[config.mk]
export PLATFORM = sky130hd
export DESIGN_NAME = regfile_dump_reader
export DESIGN_NICKNAME = d
export VERILOG_FILES = /design/src/rtl/regdump_pkg.sv /design/src/rtl/regdump_csum.sv /design/src/rtl/regfile_dump_reader.sv
export SDC_FILE = /design/constraint.sdc
export NUM_CORES = 1
export LEC_CHECK = 0
export ABC_AREA = 1
export CAP_MARGIN = 0
export CELL_PAD_IN_SITES_DETAIL_PLACEMENT = 1
export CELL_PAD_IN_SITES_GLOBAL_PLACEMENT = 2
export CORE_MARGIN = 4
export CORE_UTILIZATION = 23
export CTS_CLUSTER_SIZE = 12
export DETAILED_ROUTE_END_ITERATION = 8
export PLACE_DENSITY = 0.77
export SYNTH_ARGS = -nofsm -noshare
export SYNTH_HDL_FRONTEND = slang
export SYNTH_SLANG_ARGS = --single-unit
[constraint.sdc]
create_clock -name clk -period 1.8 [get_ports clk]
set_input_delay 0.18 -clock clk [delete_from_list [all_inputs] [get_ports clk]]
set_output_delay 0.18 -clock clk [all_outputs]
set_load 0.01 [all_outputs]
[src/rtl/regdump_pkg.sv]
// regdump_pkg: shared state encoding and default widths for the register-file dump reader
package regdump_pkg;
    localparam int DATA_W_DEF = 32;
    localparam int ADDR_W_DEF = 5;
    typedef enum logic [2:0] {IDLE, READ, SEND, CSUM, DONE} state_t;
endpackage

[src/rtl/regdump_csum.sv]
// regdump_csum: running XOR accumulator with synchronous clear and enable
// Ports: clk, rst (sync, active-high), clr (zero the sum), en (fold d in), d (input word), q (running XOR)
module regdump_csum #(
    parameter int DATA_W = 32
) (
    input  logic              clk,
    input  logic              rst,
    input  logic              clr,
    input  logic              en,
    input  logic [DATA_W-1:0] d,
    output logic [DATA_W-1:0] q
);
    always_ff @(posedge clk)
        if (rst || clr) q <= '0;
        else if (en)    q <= q ^ d;
endmodule

[src/rtl/regfile_dump_reader.sv]
// regfile_dump_reader: walks registers FIRST_REG..LAST_REG via an async read port and streams (addr, data) beats
// Ports: clk, rst (sync, active-high), start (dump request, honoured in IDLE only), busy, done (1-cycle pulse),
//        rs_dump/data_dump (regfile read port), out_valid/out_ready/out_addr/out_data (beat stream)
// Option: REGDUMP_CHECKSUM_EN appends a final beat at out_addr='1 carrying the XOR of all dumped values
module regfile_dump_reader
    import regdump_pkg::*;
#(
    parameter int DATA_W    = DATA_W_DEF,
    parameter int ADDR_W    = ADDR_W_DEF,
    parameter int FIRST_REG = 0,
    parameter int LAST_REG  = 31
) (
    input  logic              clk,
    input  logic              rst,
    input  logic              start,
    output logic              busy,
    output logic              done,
    output logic [ADDR_W-1:0] rs_dump,
    input  logic [DATA_W-1:0] data_dump,
    output logic              out_valid,
    input  logic              out_ready,
    output logic [ADDR_W-1:0] out_addr,
    output logic [DATA_W-1:0] out_data
);
    if (FIRST_REG < 0 || FIRST_REG > LAST_REG || LAST_REG >= 2**ADDR_W) begin : g_bad_range
        $error("regfile_dump_reader: register range out of bounds");
    end

    state_t            state, state_nx;
    logic [ADDR_W-1:0] idx;
    logic              hs, last;

    assign hs      = out_valid && out_ready;
    // Ending on equality rather than overflow lets LAST_REG be the top index
    assign last    = idx == ADDR_W'(LAST_REG);
    assign rs_dump = idx;
    assign done    = state == DONE;

`ifdef REGDUMP_CHECKSUM_EN
    logic [DATA_W-1:0] csum;
    regdump_csum #(.DATA_W(DATA_W)) u_csum (
        .clk (clk),
        .rst (rst),
        .clr (state == IDLE && start),
        .en  (state == READ),
        .d   (data_dump),
        .q   (csum)
    );
`endif

    always_comb begin
        state_nx = state;
        case (state)
            IDLE: state_nx = start ? READ : IDLE;
            READ: state_nx = SEND;
`ifdef REGDUMP_CHECKSUM_EN
            SEND: state_nx = hs ? (last ? CSUM : READ) : SEND;
            CSUM: state_nx = hs ? DONE : CSUM;
`else
            SEND: state_nx = hs ? (last ? DONE : READ) : SEND;
`endif
            DONE: state_nx = IDLE;
            default: state_nx = IDLE;
        endcase
    end

    always_ff @(posedge clk) begin
        if (rst) begin
            state     <= IDLE;
            idx       <= '0;
            busy      <= 1'b0;
            out_valid <= 1'b0;
            out_addr  <= '0;
            out_data  <= '0;
        end else begin
            state <= state_nx;
            case (state)
                IDLE: if (start) begin
                    idx  <= ADDR_W'(FIRST_REG);
                    busy <= 1'b1;
                end
                READ: begin
                    out_data  <= data_dump;
                    out_addr  <= idx;
                    out_valid <= 1'b1;
                end
                SEND: if (hs) begin
                    out_valid <= 1'b0;
                    if (!last) idx <= idx + ADDR_W'(1);
`ifdef REGDUMP_CHECKSUM_EN
                    // The accumulator already holds the last register, so the checksum beat follows immediately
                    else begin
                        out_valid <= 1'b1;
                        out_addr  <= '1;
                        out_data  <= csum;
                    end
`endif
                end
                CSUM: if (hs) out_valid <= 1'b0;
                DONE: busy <= 1'b0;
                default: ;
            endcase
        end
    end
endmodule

# [Word-level counts from Yosys, hierarchy flattened]
# Cells that the tools add are included.
[totals] ff_bits=47 inputBits=36 out_inout_bits=45 wordCells=37
[classes] add_sub_neg=1 eq_ne=9 mux=12 reduce_logical=9
[ops] operator="two-way mux 5 bit" n=3
[ops] operator="one-hot mux 5 bit (2 select lines)" n=1
[ops] operator="one-hot mux 3 bit (3 select lines)" n=1
[ops] operator="equality test 3 x 2 -> 1 bit, second input constant" n=2
[ops] operator="two-way mux 3 bit" n=2
[ops] operator="!= test 2 bit, second input constant" n=3
[ops] operator="nonzero test 2 bit" n=3
[ops] operator="adder 5 x 1 -> 5 bit, second input constant" n=1
[ops] operator="equality test 5 bit, second input constant" n=1
[ops] operator="one-hot mux 1 bit (2 select lines)" n=2
[ops] operator="AND reduction 2 bit" n=2
[ops] operator="AND reduction 4 bit" n=1
[ops] operator="equality test 3 x 1 -> 1 bit, second input constant" n=1
[ops] operator="equality test 3 bit, second input constant" n=1
[ops] operator="logical NOT 3 bit" n=1
[ops] operator="two-way mux 1 bit" n=3
[ops] operator="!= test 2 x 1 -> 1 bit, second input constant" n=1
[ops] operator="OR reduction 2 bit" n=1
[ops] operator="logical AND 1 bit" n=1

# [Logic depth before layout (Yosys ltp)]
# Gate-level depths: netlist of run 1.
[depth] depth_word=4 ltp_mapped=10 mapped_depth_nobuf=10

# [Worst setup path after synthesis of run 1]
# OpenSTA, ideal clock, no wires.
[synth_timing] path_kind="register -> register" from="register idx[0] (netlist: rs_dump[0])" to="register idx[3] (netlist: rs_dump[3])" setup_ns=0.113 arrival_time_ns=1.341 t_required_ns=1.687 path_slack_ns=0.346 path_stages_with_launch=11 n_path_buf=0 period_less_slack_ns=1.454 cell_sequence="dfxtp_1 > ha_1 > nand2_1 > nor2_1 > ha_1 > nor2_1 > nand2_2 > nand2_4 > nand2_1 > nand2_1 > nor2_1"
[synth_between] elab_chain_cells=4 word_cells_on_any_way=7 cone_classes="add/sub (1); eq/ne (2); mux (3); reduce/logical (1)"
[synth_rtl] element="from (decl)" line_no="regfile_dump_reader.sv:30" source="logic [ADDR_W-1:0] idx;"
[synth_rtl] element="from (signal assigned)" line_no="regfile_dump_reader.sv:79" source="idx <= ADDR_W'(FIRST_REG);"
[synth_rtl] element="from (signal assigned)" line_no="regfile_dump_reader.sv:89" source="if (!last) idx <= idx + ADDR_W'(1);"
[synth_rtl] element="adder 5 x 1 -> 5 bit" line_no="regfile_dump_reader.sv:89"
[synth_rtl] element="two-way mux 5 bit" line_no="regfile_dump_reader.sv:89"
[synth_rtl] element="two-way mux 5 bit" line_no="regfile_dump_reader.sv:87" source="SEND: if (hs) begin"
[synth_rtl] element="one-hot mux 5 bit (2 select lines)" line_no="regfile_dump_reader.sv:77" source="case (state)"
# Parallel ways exist; a longest one is shown, timed or not. The select of a mux whose other input is x is not followed.
# A chain may end at the register's enable or synchronous reset.

# [Worst setup path in the final report of run 1]
[layout_timing] from="register state[1]" to="output port done"
[layout_between] elab_chain_cells=1
[layout_rtl] element="from (decl)" line_no="regfile_dump_reader.sv:29" source="state_t state, state_nx;"
[layout_rtl] element="from (signal assigned)" line_no="regfile_dump_reader.sv:76" source="state <= state_nx;"
[layout_rtl] element="equality test 3 bit" line_no="regfile_dump_reader.sv:37" source="assign done = state == DONE;"
[layout_rtl] element="to (decl)" line_no="regfile_dump_reader.sv:17" source="output logic done,"
# No other way between the ends.

==> results of run 1 <==
[synthesized netlist by cell type]
library cell / count / area share
sky130_fd_sc_hd__ha_1: 2 / 0.013
sky130_fd_sc_hd__nor3_1: 1 / 0.0026
sky130_fd_sc_hd__buf_12: 1 / 0.011
sky130_fd_sc_hd__nor2_2: 18 / 0.060
sky130_fd_sc_hd__nand2_1: 15 / 0.030
sky130_fd_sc_hd__o21ai_0: 2 / 0.0053
sky130_fd_sc_hd__nand2_4: 1 / 0.0060
sky130_fd_sc_hd__buf_2: 5 / 0.013
sky130_fd_sc_hd__buf_4: 1 / 0.0040
sky130_fd_sc_hd__inv_2: 2 / 0.0040
sky130_fd_sc_hd__xnor2_1: 1 / 0.0046
sky130_fd_sc_hd__clkbuf_1: 1 / 0.0020
sky130_fd_sc_hd__nand3_1: 8 / 0.021
sky130_fd_sc_hd__nand4_1: 1 / 0.0033
sky130_fd_sc_hd__nand2_2: 2 / 0.0066
sky130_fd_sc_hd__o21ai_1: 27 / 0.071
sky130_fd_sc_hd__a21oi_1: 6 / 0.016
sky130_fd_sc_hd__a21oi_2: 4 / 0.019
sky130_fd_sc_hd__nand3_2: 1 / 0.0053
sky130_fd_sc_hd__o21ai_2: 8 / 0.037
sky130_fd_sc_hd__dfxtp_1: 47 / 0.50
sky130_fd_sc_hd__buf_6: 5 / 0.030
sky130_fd_sc_hd__inv_1: 7 / 0.014
sky130_fd_sc_hd__nor2_1: 63 / 0.13
[worst max-delay path by stage]
stage                 end
2_1_floorplan  rs_dump[3]
3_3_place_gp   rs_dump[0]
3_5_place_dp   rs_dump[0]
4_1_cts              done
5_1_grt              done
6_report             done
[area by class of cell]
type,instances,area [µm²],share of cell area
timing repair buffer,88,886,0.308
multi-input combinational,160,805,0.280
sequential,47,941,0.327
clock buffer,5,68.8,0.0239
clock inverter,3,15.0,0.00522
tap,102,128,0.0444
inverter,9,33.8,0.0117
[through the flow]
stage          total power [mW]  area, µm²   util  worst slack (ps)  hold WS (ps)
2_1_floorplan              1.44       1890      -               346           315
3_3_place_gp               1.70       2790  0.356               382           456
3_5_place_dp               1.71       2790  0.356               308           473
4_1_cts                    2.35       2880  0.367               193           477
5_1_grt                    2.43       2880  0.367               115           495
6_report                   2.29       2880  0.367               214           488
[power groups by stage]
stage | Sequential [mW] | Combinational (mW) | Clock, mW
after global placement | 1.18 | 0.516 | 0
after detailed placement | 1.19 | 0.520 | 0
after floorplan | 1.22 | 0.224 | 0
final | 1.16 | 0.511 | 0.616
after global routing | 1.17 | 0.566 | 0.697
after CTS | 1.16 | 0.523 | 0.660
[sequential cells by signal, summed over array words and instances (netlist names)]
signal     cells
out_valid      1
busy           1
rs_dump        5
state          3
out_addr       5
out_data      32
[worst max-delay path, stage by stage (launching register included)]
cell	delay, ps
sky130_fd_sc_hd__dfxtp_1	370
sky130_fd_sc_hd__nor2_1	100
sky130_fd_sc_hd__nand2_1	70
sky130_fd_sc_hd__inv_1	50
sky130_fd_sc_hd__clkdlybuf4s50_1	530
[layer usage]
layer	global-route usage	vias up	share of wire
met4	0.0252	0	0.0087
met2	0.184	56	0.44
met3	0.0347	5	0.053
met5	0	-	0
li1	-	895	-
met1	0.151	788	0.49
[layout by cell type, fill, tap and decap left out, types with 2 or more instances in the layout]
cell type	n
sky130_fd_sc_hd__a21oi_1	6
sky130_fd_sc_hd__a21oi_2	4
sky130_fd_sc_hd__buf_12	2
sky130_fd_sc_hd__buf_4	6
sky130_fd_sc_hd__clkbuf_8	5
sky130_fd_sc_hd__clkdlybuf4s50_1	80
sky130_fd_sc_hd__clkinv_2	3
sky130_fd_sc_hd__dfxtp_1	47
sky130_fd_sc_hd__ha_1	2
sky130_fd_sc_hd__inv_1	7
sky130_fd_sc_hd__inv_2	2
sky130_fd_sc_hd__nand2_1	15
sky130_fd_sc_hd__nand2_2	2
sky130_fd_sc_hd__nand3_1	8
sky130_fd_sc_hd__nor2_1	63
sky130_fd_sc_hd__nor2_2	18
sky130_fd_sc_hd__o21ai_0	2
sky130_fd_sc_hd__o21ai_1	27
sky130_fd_sc_hd__o21ai_2	8
[cells by family after synthesis]
kind of cell,after synthesis,share of synthesized area
AND/OR/NAND/NOR,110,0.259
AO/OA/AOI/OAI,47,0.148
flip-flops,47,0.497
buffers and inverters,22,0.0774
adder cells (fa/ha/maj),2,0.0132
XOR/XNOR,1,0.00463
==> impl_metrics.env, run 1 <==
export IMPL_first_pass_grt_wire_length_um=9060
export IMPL_nNetsFinal=349
export IMPL_reg2reg_from="rs_dump[0]"
export IMPL_pin_count_of_the_biggest_net_entering_global_routing=38
export IMPL_first_global_vias=1765
export IMPL_synth_sequential_area_ratio=0.497
export IMPL_peakVddDrop_uv=295
export IMPL_detail_route_drc_violations=0
export IMPL_transition_at_the_pin_with_the_smallest_max_transition_slack_ps=480
export IMPL_p_per_area_nw_per_um2=795
export IMPL_synth_fp_nets=267
export IMPL_ff2ff_setup_slack_ps=330
export IMPL_io_buffer_count=80
export IMPL_sw_frac_of_total=0.274
export IMPL_detail_route_vias_per_cell=4.21
export IMPL_timing_fmax_mhz=631
export IMPL_stdcell_count=414
export IMPL_finalSetupViolations=0
export IMPL_slew_limit_headroom=0.680
export IMPL_sort_of_element_at_the_start_of_the_critical_path="register"
export IMPL_timing_final_max_slew_violations=0
export IMPL_synth_seq_cells=47
export IMPL_critical_path_startpoint="state[1]"
export IMPL_ys_types=24
export IMPL_global_route_usage_total=0.114
export IMPL_whs_path_depth=3
export IMPL_seq_power_share=0.507
export IMPL_max_cap_violations=0
export IMPL_top_fanout_value_on_the_critical_path=5
export IMPL_cts_max_level=2
export IMPL_run_status="completed"
export IMPL_hold_path_class="in -> reg"
export IMPL_rr_endpoint="rs_dump[0]"
export IMPL_clockRootBuffer="sky130_fd_sc_hd__clkbuf_8"
export IMPL_setup_tns_final_ps=0
export IMPL_cp_data_arrival_time_ps=1410
export IMPL_floorplan_initialDensity=0.241
export IMPL_cts_sinks=47
export IMPL_timing_worst_setup_path_type="reg -> out"
export IMPL_yosys_warnings=0
export IMPL_vias_after_detailed_routing=1744
export IMPL_rsz0062_at_grt="no"
export IMPL_drt_pre_antenna_iters=4
export IMPL_global_route_overflow_total=0
export IMPL_floorplan_die_area_um2=9740
export IMPL_grt_antenna_before_repair=0
export IMPL_cts_tree="done"
export IMPL_leakage_nw=1.06
export IMPL_postRouteAntennaNets=0
export IMPL_synth_cells=229
export IMPL_mean_post_synth_cell_area_um2=8.26
export IMPL_min_to="out_data[4]"
export IMPL_post_route_min_period_ps=1590
export IMPL_drt_wirelength_per_cell_um=12.8
export IMPL_combinationalPowerShare=0.223
export IMPL_synthesis_area_um2=1890
export IMPL_die_y_um=98.7
export IMPL_power_switching_mw=0.628
export IMPL_initialDrtViolationCount=33
export IMPL_n_fill_cell=961
export IMPL_cts_hold_buf=0
export IMPL_cts_resized=0
export IMPL_floorplan_die_width_um=98.7
export IMPL_post_cts_repair_setup_buffers=0
export IMPL_finalClockSkew_ps=4.81
export IMPL_clk_pin_slew_ps=90
export IMPL_design_portCount=81
export IMPL_post_route_cells_drive_above_1_share=0.167
export IMPL_clk_insertion_delay_late_ps=290
export IMPL_worst_ep_required_time_ps=1620
export IMPL_final_estimated_routing_congestion_in_global_placement=0.726
export IMPL_end_kind="output port"
export IMPL_dp_hpwl_um=3860
export IMPL_placeableCoreArea_um2=7850
export IMPL_power_report_internal_total_mw=1.66
export IMPL_cts_max_path_buffers=2
export IMPL_timing_final_hold_violations=0
export IMPL_std_cell_rows=32
export IMPL_detail_route_wirelength_um=5310
export IMPL_share_clk_of_total_power=0.269
export IMPL_antennaDiodeCount=0
export IMPL_layout_area_overhead_vs_synth_pct=52.1
export IMPL_cts_buffers=5
export IMPL_r2r_worst_path_cells=9
export IMPL_layout_worst_path_cycle_share=0.881
export IMPL_placed_cells=406
export IMPL_timing_hold_worst_start="data_dump[4]"
(Power assumes the default switching activity.)
==> inputs of run 2 (changes only) <==
--- a/config.mk
+++ b/config.mk
@@ -14,6 +14,8 @@
 export CTS_CLUSTER_SIZE = 12
 export DETAILED_ROUTE_END_ITERATION = 8
 export PLACE_DENSITY = 0.77
+export SLEW_MARGIN = 40
 export SYNTH_ARGS = -nofsm -noshare
 export SYNTH_HDL_FRONTEND = slang
 export SYNTH_SLANG_ARGS = --single-unit
+export TNS_END_PERCENT = 50
==> results of run 2 <==
Final layout, timing and power as in run 1 (identical DEF).
==> inputs of run 3 (changes only) <==
--- a/config.mk
+++ b/config.mk
@@ -6,7 +6,7 @@
 export NUM_CORES = 1
 export LEC_CHECK = 0
 export ABC_AREA = 1
-export CAP_MARGIN = 0
+export CAP_MARGIN = 20
 export CELL_PAD_IN_SITES_DETAIL_PLACEMENT = 1
 export CELL_PAD_IN_SITES_GLOBAL_PLACEMENT = 2
 export CORE_MARGIN = 4
==> results of run 3 <==
Final layout, timing and power as in run 1 (identical DEF).
